[config.mk]
export PLATFORM = sky130hd
export DESIGN_NAME = alu_multicycle
export DESIGN_NICKNAME = d
export VERILOG_FILES = /design/src/rtl/alu_pkg.sv /design/src/rtl/alu_div_iter.sv /design/src/rtl/alu_multicycle.sv
export SDC_FILE = /design/constraint.sdc
export NUM_CORES = 1
export LEC_CHECK = 0
export ABC_AREA = 1
export BUFFER_PORTS_ARGS = -buffer_cell sky130_fd_sc_hd__buf_2
export CAP_MARGIN = 25
export CORE_UTILIZATION = 45
export CTS_BUF_LIST = sky130_fd_sc_hd__clkbuf_16
export CTS_CLUSTER_SIZE = 40
export DETAILED_ROUTE_END_ITERATION = 16
export PLACE_DENSITY_LB_ADDON = 0.05
export SLEW_MARGIN = 20
export SYNTH_ARGS = -nofsm -noshare
export SYNTH_HDL_FRONTEND = slang
export SYNTH_HIERARCHICAL = 1
export SYNTH_SLANG_ARGS = --single-unit
[constraint.sdc]
create_clock -name clk_i -period 2.91 [get_ports clk_i]
set_clock_uncertainty 0.2 [all_clocks]
set_input_delay 0.291 -clock clk_i [delete_from_list [all_inputs] [get_ports clk_i]]
set_output_delay 0.291 -clock clk_i [all_outputs]
set_load 0.005 [all_outputs]
[src/rtl/alu_pkg.sv]
// alu_multicycle shared definitions: opcodes and FSM states.
// Divider support is selected by the ALU_DIV_EN macro in the top.
package alu_pkg;

    localparam logic [3:0] ALU_AND  = 4'b0000;
    localparam logic [3:0] ALU_OR   = 4'b0001;
    localparam logic [3:0] ALU_ADD  = 4'b0010;
    localparam logic [3:0] ALU_XOR  = 4'b0011;
    localparam logic [3:0] ALU_MUL  = 4'b0100;
    localparam logic [3:0] ALU_DIVU = 4'b0101;
    localparam logic [3:0] ALU_SUB  = 4'b0110;
    localparam logic [3:0] ALU_SLT  = 4'b0111;
    localparam logic [3:0] ALU_SLTU = 4'b1000;
    localparam logic [3:0] ALU_NOR  = 4'b1100;
    localparam logic [3:0] ALU_REMU = 4'b1101;

    typedef enum logic [1:0] {
        S_IDLE = 2'd0,
        S_MUL  = 2'd1,
        S_DIV  = 2'd2,
        S_DONE = 2'd3
    } state_e;

endpackage

[src/rtl/alu_div_iter.sv]
// Restoring unsigned divider datapath, one quotient bit per step.
// Sequencing (load/step timing) is owned by alu_multicycle.
module alu_div_iter #(
    parameter int WIDTH = 32
) (
    input  logic             clk_i,
    input  logic             rst_i,
    input  logic             load_i,
    input  logic             step_i,
    input  logic [WIDTH-1:0] dividend_i,
    input  logic [WIDTH-1:0] divisor_i,
    output logic [WIDTH-1:0] quo_nxt_o,
    output logic [WIDTH-1:0] rem_nxt_o
);

    logic [WIDTH-1:0] rem_q, rem_d;
    logic [WIDTH-1:0] quo_q, quo_d;
    logic [WIDTH-1:0] dvs_q, dvs_d;
    logic [WIDTH:0]   shift;
    logic             fits;

    // Quotient register doubles as the dividend shifter, MSB first.
    assign shift     = {rem_q, quo_q[WIDTH-1]};
    assign fits      = shift >= {1'b0, dvs_q};
    assign rem_nxt_o = fits ? (shift[WIDTH-1:0] - dvs_q)
                            : shift[WIDTH-1:0];
    assign quo_nxt_o = {quo_q[WIDTH-2:0], fits};

    always_comb begin
        rem_d = rem_q;
        quo_d = quo_q;
        dvs_d = dvs_q;
        if (load_i) begin
            rem_d = '0;
            quo_d = dividend_i;
            dvs_d = divisor_i;
        end else if (step_i) begin
            rem_d = rem_nxt_o;
            quo_d = quo_nxt_o;
        end
    end

    always_ff @(posedge clk_i) begin
        if (rst_i) begin
            rem_q <= '0;
            quo_q <= '0;
            dvs_q <= '0;
        end else begin
            rem_q <= rem_d;
            quo_q <= quo_d;
            dvs_q <= dvs_d;
        end
    end

endmodule

[src/rtl/alu_multicycle.sv]
// Registered ALU with iterative shift-add multiply and optional divide.
// Define ALU_DIV_EN to build the DIVU/REMU divider path.
module alu_multicycle
    import alu_pkg::*;
#(
    parameter int WIDTH = 32
) (
    input  logic             clk_i,
    input  logic             rst_i,
    input  logic             valid_i,
    output logic             ready_o,
    input  logic [WIDTH-1:0] src1_i,
    input  logic [WIDTH-1:0] src2_i,
    input  logic [3:0]       ctrl_i,
    output logic             valid_o,
    output logic [WIDTH-1:0] result_o,
    output logic [WIDTH-1:0] result_hi_o,
    output logic             zero_o,
    output logic             overflow_o
);

    localparam int CW = $clog2(WIDTH) + 1;
    localparam logic [CW-1:0] LAST = CW'(WIDTH - 1);

    state_e             state_q, state_d;
    logic [CW-1:0]      cnt_q, cnt_d;
    logic [2*WIDTH-1:0] acc_q, acc_d;
    logic [WIDTH-1:0]   mcand_q, mcand_d;
    logic [WIDTH-1:0]   res_q, res_d;
    logic [WIDTH-1:0]   hi_q, hi_d;
    logic               zero_q, zero_d;
    logic               ovf_q, ovf_d;
    logic               valid_q, valid_d;

    logic [WIDTH-1:0]   res_sc;
    logic               ovf_sc;
    logic [WIDTH-1:0]   sum, dif;
    logic [WIDTH:0]     mul_sum;
    logic [2*WIDTH-1:0] mul_nxt;
    logic               last;

    assign sum  = src1_i + src2_i;
    assign dif  = src1_i - src2_i;
    assign last = cnt_q == LAST;

    // Accumulator is {partial high, unconsumed multiplier bits}.
    assign mul_sum = {1'b0, acc_q[2*WIDTH-1:WIDTH]}
                   + (acc_q[0] ? {1'b0, mcand_q} : '0);
    assign mul_nxt = {mul_sum, acc_q[WIDTH-1:1]};

`ifdef ALU_DIV_EN
    logic             rem_sel_q, rem_sel_d;
    logic             div_load, div_step;
    logic [WIDTH-1:0] quo_nxt, rem_nxt;

    alu_div_iter #(.WIDTH(WIDTH)) u_div (
        .clk_i      (clk_i),
        .rst_i      (rst_i),
        .load_i     (div_load),
        .step_i     (div_step),
        .dividend_i (src1_i),
        .divisor_i  (src2_i),
        .quo_nxt_o  (quo_nxt),
        .rem_nxt_o  (rem_nxt)
    );
`endif

    always_comb begin
        res_sc = '0;
        ovf_sc = 1'b0;
        unique case (ctrl_i)
            ALU_AND:  res_sc = src1_i & src2_i;
            ALU_OR:   res_sc = src1_i | src2_i;
            ALU_XOR:  res_sc = src1_i ^ src2_i;
            ALU_NOR:  res_sc = ~(src1_i | src2_i);
            ALU_ADD: begin
                res_sc = sum;
                ovf_sc = (src1_i[WIDTH-1] == src2_i[WIDTH-1])
                      && (sum[WIDTH-1] != src1_i[WIDTH-1]);
            end
            ALU_SUB: begin
                res_sc = dif;
                ovf_sc = (src1_i[WIDTH-1] != src2_i[WIDTH-1])
                      && (dif[WIDTH-1] != src1_i[WIDTH-1]);
            end
            ALU_SLT:
                res_sc = WIDTH'($signed(src1_i) < $signed(src2_i));
            ALU_SLTU:
                res_sc = WIDTH'(src1_i < src2_i);
            default:  res_sc = '0;
        endcase
    end

    always_comb begin
        state_d = state_q;
        cnt_d   = cnt_q;
        acc_d   = acc_q;
        mcand_d = mcand_q;
        res_d   = res_q;
        hi_d    = hi_q;
        zero_d  = zero_q;
        ovf_d   = ovf_q;
        valid_d = 1'b0;
`ifdef ALU_DIV_EN
        rem_sel_d = rem_sel_q;
        div_load  = 1'b0;
        div_step  = 1'b0;
`endif
        unique case (state_q)
            S_IDLE: begin
                if (valid_i) begin
                    cnt_d = '0;
                    if (ctrl_i == ALU_MUL) begin
                        acc_d   = {{WIDTH{1'b0}}, src2_i};
                        mcand_d = src1_i;
                        state_d = S_MUL;
`ifdef ALU_DIV_EN
                    end else if (ctrl_i == ALU_DIVU
                              || ctrl_i == ALU_REMU) begin
                        rem_sel_d = ctrl_i == ALU_REMU;
                        div_load  = 1'b1;
                        state_d   = S_DIV;
`endif
                    end else begin
                        res_d   = res_sc;
                        hi_d    = '0;
                        zero_d  = res_sc == '0;
                        ovf_d   = ovf_sc;
                        valid_d = 1'b1;
                        state_d = S_DONE;
                    end
                end
            end
            S_MUL: begin
                acc_d = mul_nxt;
                if (last) begin
                    res_d   = mul_nxt[WIDTH-1:0];
                    hi_d    = mul_nxt[2*WIDTH-1:WIDTH];
                    zero_d  = mul_nxt[WIDTH-1:0] == '0;
                    ovf_d   = 1'b0;
                    valid_d = 1'b1;
                    cnt_d   = '0;
                    state_d = S_DONE;
                end else begin
                    cnt_d = cnt_q + 1'b1;
                end
            end
            S_DIV: begin
`ifdef ALU_DIV_EN
                div_step = 1'b1;
                if (last) begin
                    res_d   = rem_sel_q ? rem_nxt : quo_nxt;
                    hi_d    = '0;
                    zero_d  = (rem_sel_q ? rem_nxt : quo_nxt) == '0;
                    ovf_d   = 1'b0;
                    valid_d = 1'b1;
                    cnt_d   = '0;
                    state_d = S_DONE;
                end else begin
                    cnt_d = cnt_q + 1'b1;
                end
`else
                state_d = S_IDLE;
`endif
            end
            S_DONE:  state_d = S_IDLE;
            default: state_d = S_IDLE;
        endcase
    end

    always_ff @(posedge clk_i) begin
        if (rst_i) begin
            state_q <= S_IDLE;
            cnt_q   <= '0;
            acc_q   <= '0;
            mcand_q <= '0;
            res_q   <= '0;
            hi_q    <= '0;
            zero_q  <= 1'b1;
            ovf_q   <= 1'b0;
            valid_q <= 1'b0;
`ifdef ALU_DIV_EN
            rem_sel_q <= 1'b0;
`endif
        end else begin
            state_q <= state_d;
            cnt_q   <= cnt_d;
            acc_q   <= acc_d;
            mcand_q <= mcand_d;
            res_q   <= res_d;
            hi_q    <= hi_d;
            zero_q  <= zero_d;
            ovf_q   <= ovf_d;
            valid_q <= valid_d;
`ifdef ALU_DIV_EN
            rem_sel_q <= rem_sel_d;
`endif
        end
    end

    assign ready_o     = state_q == S_IDLE;
    assign valid_o     = valid_q;
    assign result_o    = res_q;
    assign result_hi_o = hi_q;
    assign zero_o      = zero_q;
    assign overflow_o  = ovf_q;

endmodule

==> results.md <==
- Starting Density: 45.9%
- Most frequent cells in the layout: 689 x nand2_1, 397 x buf_4, 362 x inv_1
- Unrepaired setup endpoints after global routing: true
- Num CTS Buffers: 17
- DP HPWL: 52.5 mm
- GP Congestion: 1.03
- Max_slew headroom: 53.2%
- Worst vdd ir: 0.438 mV
- Full die area: 0.0351 mm2
- Place WS: -0.310 ns
- GRT Overall Usage: 36.0%
- Number of global-route vias before repair: 17600
- Sequential element share of the synthesized area: 22.1%
- DP Cell Count: 3455
- Largest family of logic cells by synthesized area: simple AND/OR/NAND/NOR gates
- Fmax: 0.355 GHz
- CTS tree: built
- Critical path class: register to register
- WP depth: 15
- FP Rows: 67
- Worst stage delay on the critical path: 0.38 ns
- DRC errors left: 0
- Mux cell area share after synthesis: 0%
- Final setup margin: 0.0923 ns
- Initial antenna violation count: 2
- Final Hold Vio Count: 0
- Synth Area in Adders: 11.1%
- Chip Width: 187 um
- Final cell count without fillers: 3493
- Buffers & Inverters on Critical Path: 4
- Post-Syn Area: 0.0155 mm2
- Drt total wl: 64.6 mm
- # hold bufs at CTS: 0
- Post-route ant nets: 0
- Gate Count Post-Synth: 2572
- Worst hold slack: 0.0446 ns
- Clk buf depth: 2
- Post-synth ARST share: 0%
- Final nets: 3239
- Syn Nets: 2778
- Critical path endpoint category: register
- Share of layout cells above drive strength 1: 26.1%
- FF+latch count, synth: 171
- Clock transition at path regs: 0.07 ns
- Worst-path maximum fanout: 9
- Worst-Skew Late Latency: 0.42 ns
- Synth Area in XOR/XNOR: 0.170%
- Clk root buf: clkbuf_16
- Critical path arrival: 2.90 ns
- DRT iter0 DRCs: 1539
- CP Cell Sequence: clkbuf_16, nand2_1, inv_1, ha_1, a21oi_2, buf_4, buf_4, o21ai_0, a21oi_1, nand3_2, nand2_1, o211ai_1, or2_2, nand3_1, a21oi_1
- Most common cell after layout, fill and taps aside: nand2_1
- Slew Viols, Final: 0
- PortBufs: 138
- H-tree depth: 4
- I/O Pins: 139
- Vias after detailed routing: 18800
- PD cells: 357 mW/mm2
- Worst hold path stage count: 3
- Final Setup Violations: 0
- First-pass GRT wire length: 98.0 mm
- Largest net degree at the start of global routing: 71
- Syn Area/Cell: 6.02 um2
- Post-Synth Simple-Gate Area: 34.6%
- CP top delay family: simple AND/OR/NAND/NOR gates
- Maxcap violations: 0
- Minimum clock period: 2.82 ns
- Outcome: complete, no violations
- Leak: 10.6 nW
- WL/cell: 18.5 um
- Synth Area in Compound Gates: 18.3%
- Worst Reg-to-Reg Cells: 15
- Vias per cell: 5.38
- Area Growth Syn to Fin: 31.8%
- Worst slew pin tran: 0.701 ns
- Core area: 0.0337 mm2
- DRT Pass-1 Iters: 5
- Synth Flop Type: dfxtp_1
- CP Data Required Time: 2.99 ns
- Clock sinks: 171
- Crit share post-route: 96.8%
- Post-synthesis cell type count: 51
- Slowest cell on crit path: dfxtp_4
- Congestion Overflow GR: 0
- Post-synth EDFFs: 0
- Die H: 187 um
- Syn. warnings: 6
- Critical Path Start Type: register
- Path type of the worst min-delay path: input pin to register
[power breakdown]
group | internal [W] | total (W) | switching, W
Sequential | 0.00244 | 0.00250 | 0.0000645
Clock | 0.00125 | 0.00221 | 0.000964
Combinational | 0.00104 | 0.00258 | 0.00154
[cell families (layout without fill, tap and decap cells)]
| logic type | after synthesis | count (layout) |
|---|---|---|
| and+or+nand+nor | 1235 | 1235 |
| adders and majority gates | 135 | 135 |
| DFF | 171 | 171 |
| AOI/OAI and AO/OA | 513 | 513 |
| xor gates and xnor gates | 3 | 3 |
| buffers and inverters | 515 | 987 |
| other | 0 | 1 |
[worst paths after layout]
path / slack [ns] / endpoint / startpoint
setup / recovery: 0.09 / acc_q[55]$_SDFFE_PP0P_ / acc_q[0]$_SDFFE_PP0P_
hold / removal: 0.04 / acc_q[30]$_SDFFE_PP0P_ / src2_i[30]
setup reg to reg: 0.09 / acc_q[55]$_SDFFE_PP0P_ / acc_q[0]$_SDFFE_PP0P_
hold reg to reg: 0.27 / result_o[8]$_SDFFE_PP0P_ / result_o[8]$_SDFFE_PP0P_
[final cells by class]
type	instances	area, um2
clock inverter	13	130
timing repair buffer	549	3950
clock buffer	17	425
antenna	1	2.50
inverter	408	1540
sequential	171	3430
multi-input combinational	1886	10400
fill	3358	13300
tap	448	561
[cell usage after synthesis, types with 2 or more instances]
cell type / instances / area share, %
fa_1: 3 / 0.39
nand2_4: 7 / 0.51
inv_4: 2 / 0.081
nand2_1: 704 / 17
nor2_2: 30 / 1.2
o221ai_1: 7 / 0.40
nor2_1: 165 / 4.0
and2_1: 3 / 0.12
o21bai_1: 8 / 0.39
buf_4: 18 / 0.87
or2_2: 13 / 0.53
ha_1: 132 / 11
nor3_2: 3 / 0.19
inv_1: 364 / 8.8
nor2_4: 8 / 0.58
nand3b_1: 4 / 0.19
o22ai_1: 20 / 0.81
xor2_1: 2 / 0.11
o21ai_0: 156 / 5.0
a211oi_1: 5 / 0.24
nand3_1: 220 / 7.1
a221oi_1: 15 / 0.85
inv_2: 37 / 0.90
nor3_1: 14 / 0.45
dfxtp_1: 171 / 22
a21oi_1: 230 / 7.4
buf_6: 14 / 1.0
o21ai_1: 11 / 0.36
nand4_1: 28 / 1.1
buf_1: 7 / 0.17
clkbuf_1: 51 / 1.2
a31oi_1: 43 / 1.7
nand2_2: 21 / 0.85
a21boi_0: 2 / 0.097
buf_2: 17 / 0.55
a21o_1: 4 / 0.19
clkinv_1: 5 / 0.12
a21oi_2: 5 / 0.28
nor4_1: 11 / 0.44
[sequential cells by signal, indices dropped and copies added (netlist names)]
name         cells
acc_q           64
mcand_q         32
result_hi_o     32
result_o        32
cnt_q            6
state_q          2
overflow_o       1
valid_o          1
zero_o           1
[through the flow]
stage	total power, W	utilization (%)	TNS [ns]	area [um2]
after floorplan	0.00383	-	0	15500
after global placement	0.00504	57.4	-1.18	19300
after detailed placement	0.00505	57.4	-1.47	19300
after CTS	0.00725	59.1	0	19900
after global routing	0.00763	60.5	-0.369	20400
final	0.00729	60.5	0	20400
[worst reg2reg max path, delay by kind of cell, from the launching register on]
family	cells	cell delay, ns
and+or+nand+nor	5	0.71
adders and majority gates	1	0.34
AOI/OAI and AO/OA	5	0.62
DFF	1	0.38
buffers and inverters	4	0.42
[layer usage]
| metal | share of wire, % | GRT usage, % |
|---|---|---|
| met2 | 44 | 58.0 |
| met4 | 5.0 | 16.4 |
| met1 | 44 | 47.5 |
| met5 | 0.036 | 0 |
| met3 | 7.0 | 5.05 |
[what timing repair did]
item | CTS | global route
cloned | 0 | 1
pin swaps | 2 | 14
setup endpoints to repair | 11 | 47
resized for setup | 10 | 91
setup buffers | 0 | 6
No activity file was read; power rests on OpenSTA's default activity.
